**src/rtl/rr_grant_scheduler_pkg.sv**
```systemverilog
// rr_grant_scheduler_pkg: shared state encoding and sizing helper for the round-robin scheduler
package rr_grant_scheduler_pkg;
    typedef enum logic {ST_IDLE = 1'b0, ST_GRANT = 1'b1} stateT;
    function automatic int numReq(input int selWidth);
        return 1 << selWidth;
    endfunction
endpackage

```
**src/rtl/rr_grant_scheduler_if.sv**
```systemverilog
// rr_grant_scheduler_if: request/grant bundle between requesters (master) and the scheduler (slave)
interface rr_grant_scheduler_if
    import rr_grant_scheduler_pkg::*;
#(parameter int SELECT_WIDTH = 3);
    localparam int N = numReq(SELECT_WIDTH);
    logic [N-1:0]            req;
    logic                    done;
    logic [N-1:0]            grant;
    logic [SELECT_WIDTH-1:0] grant_idx;
    logic                    grant_valid;
    logic                    timeout;
    modport master(output req, done, input grant, grant_idx, grant_valid, timeout);
    modport slave(input req, done, output grant, grant_idx, grant_valid, timeout);
endinterface

```
**src/rtl/nbit_demux.sv**
```systemverilog
// nbit_demux: routes DeMuxIn onto the single output line selected by DeMuxSel
module nbit_demux #(parameter int SEL_WIDTH = 3) (
    input  logic                      DeMuxIn,
    input  logic [SEL_WIDTH-1:0]      DeMuxSel,
    output logic [(2**SEL_WIDTH)-1:0] DeMuxOut
);
    assign DeMuxOut = DeMuxIn ? ((2**SEL_WIDTH)'(1) << DeMuxSel) : '0;
endmodule

```
**src/rtl/rr_grant_scheduler.sv**
```systemverilog
// rr_grant_scheduler: round-robin owner selection with done/implicit/timeout release
// and back-to-back handover; grant is a decode of the registered owner index.
module rr_grant_scheduler
    import rr_grant_scheduler_pkg::*;
#(
    parameter int SELECT_WIDTH = 3,
    parameter int MAX_HOLD     = 16,
    parameter int HOLD_WIDTH   = 5
) (
    input logic clk,
    input logic reset,
    rr_grant_scheduler_if.slave bus
);
    localparam int N = numReq(SELECT_WIDTH);
    stateT                   state;
    logic [SELECT_WIDTH-1:0] ptr;
    logic [SELECT_WIDTH-1:0] grantIdx;
    logic [HOLD_WIDTH-1:0]   holdCnt;
    logic                    grantValid;
    logic                    timeoutQ;
    logic                    owning;
    logic                    expire;
    logic                    releaseNow;
    logic [SELECT_WIDTH-1:0] searchPtr;
    logic [N-1:0]            searchReq;
    logic                    found;
    logic [SELECT_WIDTH-1:0] foundIdx;
    logic [SELECT_WIDTH-1:0] cand;
    assign owning     = state == ST_GRANT;
    assign expire     = owning && !bus.done && bus.req[grantIdx] && MAX_HOLD != 0
                        && holdCnt == HOLD_WIDTH'(MAX_HOLD - 1);
    assign releaseNow = owning && (bus.done || !bus.req[grantIdx] || expire);
    // on release the search starts just past the owner, which is itself masked out
    assign searchPtr  = owning ? grantIdx + SELECT_WIDTH'(1) : ptr;
    assign searchReq  = owning ? bus.req & ~(N'(1) << grantIdx) : bus.req;
    always_comb begin
        found    = 1'b0;
        foundIdx = '0;
        cand     = '0;
        for (int i = N - 1; i >= 0; i--) begin
            cand = searchPtr + SELECT_WIDTH'(i);
            if (searchReq[cand]) begin
                found    = 1'b1;
                foundIdx = cand;
            end
        end
    end
    always_ff @(posedge clk) begin
        if (reset) begin
            state      <= ST_IDLE;
            ptr        <= '0;
            grantIdx   <= '0;
            holdCnt    <= '0;
            grantValid <= 1'b0;
            timeoutQ   <= 1'b0;
        end else begin
            timeoutQ <= expire;
            if (!owning || releaseNow) begin
                if (releaseNow) ptr <= grantIdx + SELECT_WIDTH'(1);
                if (found) grantIdx <= foundIdx;
                state      <= found ? ST_GRANT : ST_IDLE;
                grantValid <= found;
                holdCnt    <= '0;
            end else begin
                holdCnt <= holdCnt + HOLD_WIDTH'(1);
            end
        end
    end
    assign bus.grant_idx   = grantIdx;
    assign bus.grant_valid = grantValid;
    assign bus.timeout     = timeoutQ;
    nbit_demux #(.SEL_WIDTH(SELECT_WIDTH)) grantDecode (
        .DeMuxIn (grantValid),
        .DeMuxSel(grantIdx),
        .DeMuxOut(bus.grant)
    );
endmodule

```
**src/flat_wrapper.sv**
```systemverilog
// flat-port wrapper written by rule: the top's interface ports become plain ports
module rr_grant_scheduler_flat import rr_grant_scheduler_pkg::*;
#(
    parameter int SELECT_WIDTH = 3,
    parameter int MAX_HOLD     = 16,
    parameter int HOLD_WIDTH   = 5
)
  (clk, reset, bus_req, bus_done, bus_grant, bus_grant_idx, bus_grant_valid, bus_timeout);
  rr_grant_scheduler_if #(.SELECT_WIDTH(SELECT_WIDTH)) bus_i ();
  input logic clk;
  input logic reset;
  input wire logic [$bits(bus_i.req)-1:0] bus_req;
  input wire logic [$bits(bus_i.done)-1:0] bus_done;
  output wire logic [$bits(bus_i.grant)-1:0] bus_grant;
  output wire logic [$bits(bus_i.grant_idx)-1:0] bus_grant_idx;
  output wire logic [$bits(bus_i.grant_valid)-1:0] bus_grant_valid;
  output wire logic [$bits(bus_i.timeout)-1:0] bus_timeout;
  assign bus_i.req = bus_req;
  assign bus_i.done = bus_done;
  assign bus_grant = bus_i.grant;
  assign bus_grant_idx = bus_i.grant_idx;
  assign bus_grant_valid = bus_i.grant_valid;
  assign bus_timeout = bus_i.timeout;
  rr_grant_scheduler #(.SELECT_WIDTH(SELECT_WIDTH), .MAX_HOLD(MAX_HOLD), .HOLD_WIDTH(HOLD_WIDTH)) u_core (.clk(clk), .reset(reset), .bus(bus_i));
endmodule
```
**config.mk**
```make
export PLATFORM = sky130hd
export DESIGN_NAME = rr_grant_scheduler_flat
export DESIGN_NICKNAME = d
export VERILOG_FILES = /design/src/rtl/rr_grant_scheduler_pkg.sv /design/src/rtl/rr_grant_scheduler_if.sv /design/src/rtl/nbit_demux.sv /design/src/rtl/rr_grant_scheduler.sv /design/src/flat_wrapper.sv
export SDC_FILE = /design/constraint.sdc
export NUM_CORES = 1
export LEC_CHECK = 0
export ABC_AREA = 1
export CORE_MARGIN = 10
export CORE_UTILIZATION = 45
export DETAILED_ROUTE_END_ITERATION = 16
export GPL_TIMING_DRIVEN = 0
export PLACE_DENSITY_LB_ADDON = 0.05
export SYNTH_ARGS = -nofsm -noshare
export SYNTH_HDL_FRONTEND = slang
export SYNTH_SLANG_ARGS = --single-unit
```
**constraint.sdc**
```tcl
create_clock -name clk -period 2.85 [get_ports clk]
set_clock_uncertainty 0.1 [all_clocks]
set_input_delay 0.285 -clock clk [delete_from_list [all_inputs] [get_ports clk]]
set_output_delay 0.285 -clock clk [all_outputs]
set_load 0.02 [all_outputs]
```
==> impl_metrics.json, run 1 <==
{
  "run_status": "completed",
  "timing.reg2reg.setup_slack_ns": 0.17,
  "die_h_um": 76.55,
  "tritoncts": "built",
  "tightest_pin_transition_ns": 0.4185,
  "detailroute.via_count": 1597,
  "grt_use_met2": 0.1998,
  "worst-endpoint-arrival_ns": 2.78,
  "drtPass1Iterations": 5,
  "max_clock_freq_mhz": 373.6,
  "design.die.area_um2": 5859,
  "maxSlewViolCount": 0,
  "holdCritPathClass": "flip-flop to flip-flop",
  "routability_congestion_estimate_from_global_placement": 0.8875,
  "syn2layout_area_growth_pct": 30.70,
  "final_standard_cell_area_without_fillers_um2": 1881,
  "cts.root.buffer_cell": "sky130_fd_sc_hd__clkbuf_4",
  "drc_errors": 0,
  "clockBufferDepth": 2,
  "hold-path-cell-count": 1,
  "period_needed_ns": 2.677,
  "grt_first_pass_wirelength_um": 6541,
  "setup.worst_path.class": "flip-flop to flip-flop",
  "avgRoutedWirePerCell_um": 12.52,
  "synth_top_area_cell": "sky130_fd_sc_hd__nand2_1",
  "yosysSeqAreaShare": 0.1809,
  "clk_latency_ns": 0.28,
  "detail_route.wirelength_um": 3980,
  "global_routing_usage_summed_across_all_routing_layers": 0.1293,
  "p_leak_nw": 0.9445,
  "post_route_cells_drive_above_1_share": 0.1679,
  "port_buffers": 23,
  "timing.critical_path.from_type": "flip-flop",
  "rows": 20,
  "gr-total-overflow": 0,
  "cp_max_fo": 8,
  "grt-busiest-layer": "met2",
  "grt_max_degree": 12,
  "grt_pass1_vias": 1356,
  "core_area_um2": 3053,
  "post_synth_inst_count": 240,
  "clock-sinks": 13,
  "final_cells": 318,
  "period_share": 0.9391,
  "data_required_time_of_the_critical_path_ns": 2.95,
  "h_tree_level_count": 1,
  "design.final.nets": 296,
  "gr-usage-met3": 0.01769,
  "syn_area_um2": 1439,
  "cts.clk_slew.worst_paths_ns": 0.08,
  "crit_path_end_kind": "flip-flop",
  "pin_count": 24,
  "synth_cell_types": 28,
  "async_sr_flop_fraction": 0,
  "initial_core_util": 0.4713,
  "setup_violating_endpoint_count_in_the_final_report": 0,
  "synth-edff-count": 0,
  "die_width_um": 76.55,
  "placedCellCount": 307,
  "startpoint_of_the_worst_slack_reg_to_reg_timing_path": "u_core.bus.grant_idx[1]$_SDFFE_PP0P_",
  "place_hpwl_um": 3187,
  "min_delay_worst_endpoint": "u_core.holdCnt[0]$_SDFF_PP0_",
  "syn_nets": 261,
  "drt_first_iter_violations": 108,
  "grtUsageMet1": 0.1849,
  "tritoncts.num_buffers": 3,
  "synthesis.yosys.warnings": 0,
  "synth_top_flop_cell": "sky130_fd_sc_hd__dfxtp_1",
  "regToRegEndpoint": "u_core.bus.grant_idx[0]$_SDFFE_PP0P_",
  "totalNegativeSetupSlack_ns": 0,
  "yosys_register_bits": 13,
  "cap_viol_max_count": 0,
  "synth_top_cells_by_count": "sky130_fd_sc_hd__nand2_1, sky130_fd_sc_hd__nand3_1, sky130_fd_sc_hd__inv_1, sky130_fd_sc_hd__nor2_1",
  "finalHoldViolations": 0,
  "cell_with_the_most_instances_after_synthesis": "sky130_fd_sc_hd__nand2_1",
  "post-layout-total-power_mw": 2.424,
  "synth_top_cells_by_area": "sky130_fd_sc_hd__nand2_1, sky130_fd_sc_hd__dfxtp_1, sky130_fd_sc_hd__nand3_1, sky130_fd_sc_hd__ha_1, sky130_fd_sc_hd__inv_1",
  "post_dp_cell_area_um2": 1725,
  "power.density_cell_area_nw_per_um2": 1289,
  "slew_headroom": 0.7200,
  "antenna_left": 0,
  "number_of_cells_on_the_worst_reg_to_reg_path": 17,
  "peakVddDrop_v": 0.0005354,
  "hold_start": "u_core.holdCnt[0]$_SDFF_PP0_",
  "synth_top_area_frac": 0.1826,
  "vias_per_cell": 5.022,
  "diodes_inserted": 0,
  "initial_antenna_violation_count": 0,
  "syn_area_per_cell_um2": 5.995
}
==> cell type report <==
cell class | count | area (um2)
fill | 320 | 1172
multi-input combinational | 191 | 1085
timing repair buffer | 31 | 290.3
sequential | 13 | 267.8
inverter | 31 | 121.4
tap | 44 | 55.05
buffer | 4 | 35.03
clock buffer | 4 | 26.28
==> per-layer routing <==
metal / share of wire / wire length [um] / vias to the layer above
met5: 0 / 0 / -
met4: 0.0053 / 21 / 0
met3: 0.061 / 243 / 2
met2: 0.45 / 1787 / 45
met1: 0.48 / 1928 / 698
li1: - / - / 852
==> where the power goes <==
part / total (mW) / leakage [nW] / switching [mW] / internal, mW
Clock: 0.114 / 0.0150 / 0.0599 / 0.0543
Sequential: 0.270 / 0.108 / 0.0438 / 0.226
Combinational: 2.04 / 0.822 / 1.26 / 0.782
Total: 2.42 / 0.944 / 1.36 / 1.06
==> worst max-delay path by stage <==
| stage | from | to | slack [ns] | cells past startpoint |
|---|---|---|---|---|
| after floorplan | u_core.bus.grant_idx[0]$_SDFFE_PP0P_ | u_core.bus.grant_idx[1]$_SDFFE_PP0P_ | 0.08 | 19 |
| after global placement | u_core.bus.grant_idx[0]$_SDFFE_PP0P_ | u_core.bus.grant_idx[0]$_SDFFE_PP0P_ | -0.21 | 19 |
| after detailed placement | u_core.bus.grant_idx[0]$_SDFFE_PP0P_ | u_core.bus.grant_idx[0]$_SDFFE_PP0P_ | -0.18 | 19 |
| after CTS | u_core.bus.grant_idx[0]$_SDFFE_PP0P_ | u_core.bus.grant_idx[1]$_SDFFE_PP0P_ | 0.02 | 19 |
| after global routing | u_core.bus.grant_idx[1]$_SDFFE_PP0P_ | u_core.bus.grant_idx[0]$_SDFFE_PP0P_ | -0.03 | 17 |
| final | u_core.bus.grant_idx[1]$_SDFFE_PP0P_ | u_core.bus.grant_idx[0]$_SDFFE_PP0P_ | 0.17 | 17 |
==> through the flow <==
stage / util / hold slack [ns] / worst slack [ns]
5_1_grt: 0.6160 / 0.3843 / -0.03023
4_1_cts: 0.5742 / 0.3618 / 0.01590
6_report: 0.6160 / 0.3616 / 0.1735
3_5_place_dp: 0.5652 / 0.3496 / -0.1846
3_3_place_gp: 0.5652 / 0.3322 / -0.2102
2_1_floorplan: - / 0.2467 / 0.08002
==> worst max-delay path: stages, from the launching register on <==
cell and delay, ns:
sky130_fd_sc_hd__dfxtp_4 0.37, sky130_fd_sc_hd__inv_1 0.10, sky130_fd_sc_hd__ha_4 0.29, sky130_fd_sc_hd__nand2_2 0.06, sky130_fd_sc_hd__o21ai_4 0.11, sky130_fd_sc_hd__ha_1 0.28, sky130_fd_sc_hd__buf_4 0.17, sky130_fd_sc_hd__inv_4 0.08
sky130_fd_sc_hd__nand3_1 0.13, sky130_fd_sc_hd__nand3_2 0.11, sky130_fd_sc_hd__nand2_2 0.08, sky130_fd_sc_hd__nor2_4 0.13, sky130_fd_sc_hd__nand3_2 0.09, sky130_fd_sc_hd__nor2_4 0.16, sky130_fd_sc_hd__nor2_4 0.07, sky130_fd_sc_hd__inv_4 0.07
sky130_fd_sc_hd__nand2_1 0.04, sky130_fd_sc_hd__a21oi_1 0.16
==> cell usage in the layout, fill, tap and decap left out, types with 3 or more instances in the layout <==
cell,Yosys,layout
sky130_fd_sc_hd__a21oi_1,13,13
sky130_fd_sc_hd__buf_4,0,9
sky130_fd_sc_hd__clkbuf_4,0,3
sky130_fd_sc_hd__clkdlybuf4s50_1,0,23
sky130_fd_sc_hd__dfxtp_1,13,11
sky130_fd_sc_hd__ha_1,10,9
sky130_fd_sc_hd__inv_1,28,27
sky130_fd_sc_hd__nand2_1,70,67
sky130_fd_sc_hd__nand2_2,5,8
sky130_fd_sc_hd__nand3_1,41,37
sky130_fd_sc_hd__nand3_2,1,5
sky130_fd_sc_hd__nor2_1,16,16
sky130_fd_sc_hd__nor2_4,3,3
sky130_fd_sc_hd__o21ai_0,9,9
sky130_fd_sc_hd__xor2_1,4,3
==> what timing repair did <==
action / CTS / global route
hold buffers: 0 / 0
pin swaps: 0 / 1
buffers inserted: 0 / 8
gates resized for setup: 4 / 13
endpoints found under the setup margin: 4 / 4
==> state kept, by name (all words and copies together), names as in the netlist <==
name	cells
u_core.holdCnt	5
u_core.bus.timeout	1
u_core.bus.grant_valid	1
u_core.ptr	3
u_core.bus.grant_idx	3
==> cell families (layout without fill, tap and decap cells) <==
group           Yosys count  count (layout)  share of synthesized area
flops                    13              13                     0.1809
xor+xnor                  7               7                    0.04261
fa+ha+maj                10              10                    0.08696
buf+inv                  36              70                     0.1087
compound gates           31              31                     0.1313
simple gates            143             143                     0.4496
No activity file was read; power rests on OpenSTA's default activity.
==> run 2: changes to the inputs <==
--- a/config.mk
+++ b/config.mk
@@ -6,11 +6,14 @@
 export NUM_CORES = 1
 export LEC_CHECK = 0
 export ABC_AREA = 1
+export CAP_MARGIN = 20
 export CORE_MARGIN = 10
 export CORE_UTILIZATION = 45
+export CTS_CLUSTER_SIZE = 12
 export DETAILED_ROUTE_END_ITERATION = 16
 export GPL_TIMING_DRIVEN = 0
 export PLACE_DENSITY_LB_ADDON = 0.05
 export SYNTH_ARGS = -nofsm -noshare
 export SYNTH_HDL_FRONTEND = slang
 export SYNTH_SLANG_ARGS = --single-unit
+export TNS_END_PERCENT = 5
==> results of run 2 <==
Same layout as run 1: the final DEF is identical, and so are final timing and power.
==> run 3: changes to the inputs <==
--- a/config.mk
+++ b/config.mk
@@ -15,5 +15,6 @@
 export PLACE_DENSITY_LB_ADDON = 0.05
 export SYNTH_ARGS = -nofsm -noshare
 export SYNTH_HDL_FRONTEND = slang
+export SYNTH_HIERARCHICAL = 1
 export SYNTH_SLANG_ARGS = --single-unit
 export TNS_END_PERCENT = 5
==> run 3 against run 2 <==
Final cell count is 5.7% higher. Sequential share of layout area fell by 0.16 points. Routed wire length is 4.0% higher. Synthesized cell count increased by 7.5%. Count of clock-buffer cells in the layout did not move. Largest cell class unchanged. Largest power group unchanged.
==> impl_metrics.json, run 3 <==
{
  "synth_top_area_cell": "sky130_fd_sc_hd__nand2_1",
  "peakVddDrop_v": 0.0007229,
  "tritoncts.num_buffers": 3,
  "syn2layout_area_growth_pct": 29.19,
  "mostFrequentLayoutCells": "sky130_fd_sc_hd__nand2_1, sky130_fd_sc_hd__nand3_1, sky130_fd_sc_hd__nor2_1, sky130_fd_sc_hd__inv_1, sky130_fd_sc_hd__clkdlybuf4s50_1",
  "post_synth_inst_count": 258,
  "critical_path.top_delay_family": "simple AND/OR/NAND/NOR gates",
  "clock-sinks": 13,
  "crit_path_end_kind": "flip-flop",
  "synth_cell_types": 27,
  "clockBufferDepth": 2,
  "tightest_pin_transition_ns": 0.4789,
  "cap_viol_max_count": 0,
  "holdCritPathClass": "flip-flop to flip-flop",
  "timing.critical_path.mode_cell": "sky130_fd_sc_hd__nand2_1",
  "gr-total-overflow": 0,
  "detail_route.wirelength_um": 4138,
  "path_cells": "clkinvlp_4 > ha_1 > nand2_1 > o21ai_4 > ha_1 > buf_4 > inv_4 > nand3_1 > nand2_1 > nand2_1 > nand2_2 > nor2_1 > nand4_1 > nand2_2 > a21oi_1 > nand2_1 > a21oi_2",
  "syn_nets": 279,
  "initial_antenna_violation_count": 0,
  "count_of_fill_cells_added_during_filler_insertion": 335,
  "place_hpwl_um": 3156,
  "data_required_time_of_the_critical_path_ns": 2.95,
  "post_route_cells_drive_above_1_share": 0.1438,
  "tritoncts": "built",
  "finalHoldViolations": 0,
  "worst_path_largest_cell_delay_ns": 0.38,
  "post-layout-total-power_mw": 2.574,
  "cp_max_fo": 8,
  "total_buffers_and_inverters_traversed_by_the_critical_path": 3,
  "ctsHoldBuffers": 0,
  "largest_register": "u_core/holdCnt",
  "dp_worst_setup_slack_ns": -0.3126,
  "design.final.nets": 314,
  "cell_with_the_most_instances_after_synthesis": "sky130_fd_sc_hd__nand2_1",
  "drtPass1Iterations": 5,
  "cts.clk_slew.worst_paths_ns": 0.08,
  "h_tree_level_count": 1,
  "routability_congestion_estimate_from_global_placement": 0.9311,
  "diodes_inserted": 0,
  "power.density_cell_area_nw_per_um2": 1347,
  "p_leak_nw": 0.9238,
  "fin_ws_ns": 0.1009,
  "largest_register_ff_count": 5,
  "initial_core_util": 0.4766,
  "setup_violating_endpoint_count_in_the_final_report": 0,
  "global_routing_usage_summed_across_all_routing_layers": 0.1282,
  "rows": 20,
  "worst_path_max_delay_cell": "sky130_fd_sc_hd__dfxtp_4",
  "die_h_um": 77.33,
  "drt_first_iter_violations": 176,
  "antenna_left": 0,
  "grt_pass1_vias": 1495,
  "setup.worst_path.class": "flip-flop to flip-flop",
  "core_area_um2": 3103,
  "maxSlewViolCount": 0,
  "drc_errors": 0,
  "synth_top_area_frac": 0.2132,
  "syn_area_um2": 1479,
  "async_sr_flop_fraction": 0,
  "avgRoutedWirePerCell_um": 12.32,
  "yosysSeqAreaShare": 0.1760,
  "vias_per_cell": 5.116,
  "max_clock_freq_mhz": 363.8,
  "synthesis.yosys.warnings": 6,
  "timing.critical_path.from_type": "flip-flop",
  "die_width_um": 77.33,
  "detailroute.via_count": 1719,
  "layout.cells.most_common": "sky130_fd_sc_hd__nand2_1",
  "period_share": 0.9646,
  "grt_max_degree": 14,
  "synth_top_cells_by_area": "sky130_fd_sc_hd__nand2_1, sky130_fd_sc_hd__dfxtp_1, sky130_fd_sc_hd__nand3_1, sky130_fd_sc_hd__ha_1, sky130_fd_sc_hd__nor2_1",
  "yosys_register_bits": 13,
  "synth-edff-count": 0,
  "syn_area_per_cell_um2": 5.732,
  "run_status": "completed",
  "clk_latency_ns": 0.27,
  "period_needed_ns": 2.749,
  "worst-endpoint-arrival_ns": 2.85,
  "grt_first_pass_wirelength_um": 6720,
  "synth_top_cells_by_count": "sky130_fd_sc_hd__nand2_1, sky130_fd_sc_hd__nand3_1, sky130_fd_sc_hd__nor2_1, sky130_fd_sc_hd__inv_1",
  "synth_top_flop_cell": "sky130_fd_sc_hd__dfxtp_1",
  "port_buffers": 23,
  "cts.root.buffer_cell": "sky130_fd_sc_hd__clkbuf_4",
  "slew_headroom": 0.6793,
  "design.die.area_um2": 5979,
  "pin_count": 24
}
-- run 3: cell types whose count changed in the layout (fill, tap and decap cells not counted), moves of 3 or more --
cell	change
sky130_fd_sc_hd__inv_1	-3
sky130_fd_sc_hd__nand2_1	+15
sky130_fd_sc_hd__nor2_1	+12
sky130_fd_sc_hd__o21ai_0	-3
sky130_fd_sc_hd__nor2_4	-3
-- run 3: cell type report --
| cell class | instances | area, um2 | share of cell area |
|---|---|---|---|
| timing repair buffer | 31 | 290.3 | 0.1519 |
| sequential | 13 | 269.0 | 0.1408 |
| multi-input combinational | 211 | 1109 | 0.5802 |
| tap | 44 | 55.05 | 0.02881 |
| inverter | 28 | 111.4 | 0.05828 |
| buffer | 5 | 50.05 | 0.02620 |
| clock buffer | 4 | 26.28 | 0.01375 |
-- run 3: where the power goes --
group	leakage (nW)	total (mW)	switching [mW]	internal, mW
combinational	0.801	2.19	1.35	0.833
clock	0.0150	0.109	0.0551	0.0541
sequential	0.108	0.277	0.0497	0.227
-- run 3: what timing repair did --
action | CTS | global route
resized for setup | 5 | 12
gates cloned | 0 | 0
pin swaps | 0 | 2
buffers inserted | 1 | 7
endpoints found under the setup margin | 4 | 4
-- run 3: worst register-to-register path, stage by stage (launching register included) --
cell and delay, ns:
sky130_fd_sc_hd__dfxtp_4 0.38, sky130_fd_sc_hd__clkinvlp_4 0.13, sky130_fd_sc_hd__ha_1 0.33, sky130_fd_sc_hd__nand2_1 0.10, sky130_fd_sc_hd__o21ai_4 0.08, sky130_fd_sc_hd__ha_1 0.29
sky130_fd_sc_hd__buf_4 0.18, sky130_fd_sc_hd__inv_4 0.09, sky130_fd_sc_hd__nand3_1 0.11, sky130_fd_sc_hd__nand2_1 0.11, sky130_fd_sc_hd__nand2_1 0.08, sky130_fd_sc_hd__nand2_2 0.12
sky130_fd_sc_hd__nor2_1 0.05, sky130_fd_sc_hd__nand4_1 0.11, sky130_fd_sc_hd__nand2_2 0.11, sky130_fd_sc_hd__a21oi_1 0.13, sky130_fd_sc_hd__nand2_1 0.08, sky130_fd_sc_hd__a21oi_2 0.11
-- run 3: cell families after synthesis --
family,Yosys count,synth area share
AOI/OAI and AO/OA,29,0.1201
adders and majority gates,10,0.08460
DFF,13,0.1760
and+or+nand+nor,166,0.4755
buffers and inverters,34,0.1083
xor gates and xnor gates,6,0.03554
-- run 3: metal layers --
layer / wire, um / global-route usage
met1: 2079 / 0.1794
met2: 1829 / 0.2023
met3: 229 / 0.01981
met4: 0 / 0.02190
met5: 0 / 0
-- run 3: stage by stage --
stage	cells	TNS [ns]	util	instance area [um2]	hold WS (ns)
after floorplan	258	0	-	1480	0.2467
after global placement	325	-1.003	0.5690	1765	0.3370
after detailed placement	325	-1.053	0.5690	1765	0.3377
after CTS	329	0	0.5810	1803	0.3562
after global routing	336	-0.1425	0.6157	1911	0.3662
final	336	0	0.6157	1911	0.3512
-- run 3: final timing paths --
| check | slack [ns] | from | endpoint | depth (start not counted) |
|---|---|---|---|---|
| worst min register to register | 0.35 | u_core/holdCnt[0]$_SDFF_PP0_ | u_core/holdCnt[0]$_SDFF_PP0_ | 1 |
| worst max register to register | 0.10 | u_core/bus.grant_idx[0]$_SDFFE_PP0P_ | u_core/bus.grant_idx[1]$_SDFFE_PP0P_ | 17 |
| worst min-delay path | 0.35 | u_core/holdCnt[0]$_SDFF_PP0_ | u_core/holdCnt[0]$_SDFF_PP0_ | 1 |
| worst max-delay path | 0.10 | u_core/bus.grant_idx[0]$_SDFFE_PP0P_ | u_core/bus.grant_idx[1]$_SDFFE_PP0P_ | 17 |
==> RTL edit, RTL diff (settings of run 3) <==
Reset style: asynchronous (`reset`), changed in one clocked block.
--- a/src/rtl/rr_grant_scheduler.sv
+++ b/src/rtl/rr_grant_scheduler.sv
@@ -45,7 +45,7 @@
             end
         end
     end
-    always_ff @(posedge clk) begin
+    always_ff @(posedge clk or posedge reset) begin
         if (reset) begin
             state      <= ST_IDLE;
             ptr        <= '0;
Behaviour: differs if reset is asserted again (counterexample within 4 cycles, from zero or initial values and one cycle with reset high); with reset held inactive, the same outputs for 10 cycles.
==> RTL edit against run 3 <==
Setup slack gained 0.038 ns; cell area grew 3.8%; die area grew 3.8%; routed wire length is the same; sequential cell count is the same; worst hold slack lost 0.14 ns; area after synthesis grew 5.1%; final cell count shrank 4.2%; largest cell class unchanged.
Power is left out: the tool's default activity adds up to more than one toggle a clock period on the data nets, which glitch-free logic cannot reach.
==> RTL edit: results (changes against run 3) <==
* Status: finished clean
* Place WS at -0.157 ns (+0.155 ns)
* R2R Setup Slk at 0.14 ns (+0.04 ns)
* Met3 WL post-DR at 169 µm (-26%)
* Worst reg2reg path depth at 16 (-1)
* Layout cell share with drive strength beyond 1 at 0.207 (+0.0627)
* Synth cell count leaders: nand2_1, nand3_1, nor2_1, inv_1, dfrtp_1
* Compound-Gate Fraction of Synth Area at 0.115 (-0.00500)
* Synth area leaders: dfrtp_1, nand2_1, nand3_1, ha_1, nor2_1
* Global Route met2 Usage at 0.223 (+0.0205)
* Worst Hold Class: primary input to async pin
* Root Driver: clkbuf_4
* Critical Path Max Stage Delay at 0.45 ns (+0.07 ns)
* DRT iter0 DRCs at 122 (-31%)
* First-pass GRT wire length at 6890 µm (+2.6%)
* Worst-margin pin slew at 0.467 ns (-0.0114 ns)
* GP Congestion at 0.853 (-8.4%)
* XOR/XNOR Fraction of Synth Area at 0.0330 (-0.00252)
* Clock transition at path regs at around 0.07 ns
* CP Max Fanout at 8 (unchanged)
* Worst-Skew Late Latency at 0.28 ns
* Top FF cell, synth: dfrtp_1
* Post-cts gate resize count at 1 (-4)
* Filler Cell Count at 354 (+5.7%)
* Pre-antenna DRT Iters at 4 (-1)
* Yosys warns at 6 (unchanged)
* Reg2Reg Capture Point: u_core/owning
* Arrival time of the worst setup path at 2.77 ns (-0.08 ns)
* Hold Slack at 0.215 ns (-0.136 ns)
* Syn Nets at 263 (-5.7%)
* Sequential element share of the synthesized area at 0.209 (+0.0334)
* Post-DP HPWL at 3130 µm (-0.73%)
* Met3 Use GR at 0.0124 (-0.00743)
* Top sig layer: met4
* Clk buf depth at 2 (unchanged)
* Vias after detailed routing at 1,620 (-5.8%)
* WL final at 4140 µm (unchanged)
* Metal-1 WL at 1990 µm (-4.3%)
* Post-synthesis cell type count at 26 (-3.7%)
* GRT Util Overall at 0.135 (+0.00712)
* Fin nets at 298 (-5.1%)
* Post-CTS setup buffers at 2 (+1)
* Grt met1 use at 0.174 (-0.00583)
* Post-synth ARST share at 1.00 (+1.00)
* R2r startpoint: u_core/bus.grant_idx[0]
* Adder-cell share of the synthesized area at 0.0805 (-0.00409)
* Vias in the first global route at 1,509 (+0.94%)
* Slowest-stage cell, CP: dfrtp_2
* Routed wl met2 at 1880 µm (+2.7%)
* Fin crit share at 0.951 (-0.0134)
RTL edit: worst max-delay path by stage:
stage,endpoint
floorplan,u_core/bus.grant_idx[2]
global placement,u_core/bus.grant_idx[2]
detailed placement,u_core/bus.grant_idx[2]
CTS,u_core/bus.grant_idx[2]
global route,u_core/bus.grant_idx[2]
finish,u_core/owning
RTL edit: cell type report:
class,count,share of cell area
Buffer,3,0.0202
Clock buffer,4,0.0132
Inverter,30,0.0606
Multi-Input combinational cell,196,0.569
Sequential cell,13,0.165
Tap cell,46,0.0290
Timing Repair Buffer,30,0.143
RTL edit: critical path: cells and delay by family (launching register included):
kind / cells / cell delay [ns]
fa+ha+maj: 2 / 0.51
compound gates: 2 / 0.33
simple gates: 7 / 0.56
flops: 1 / 0.45
buf+inv: 5 / 0.63
RTL edit: stage by stage:
step,std cells,instance area (µm²)
2_1_floorplan,242,1560
3_3_place_gp,311,1840
3_5_place_dp,311,1840
4_1_cts,317,1890
5_1_grt,322,1980
6_report,322,1980
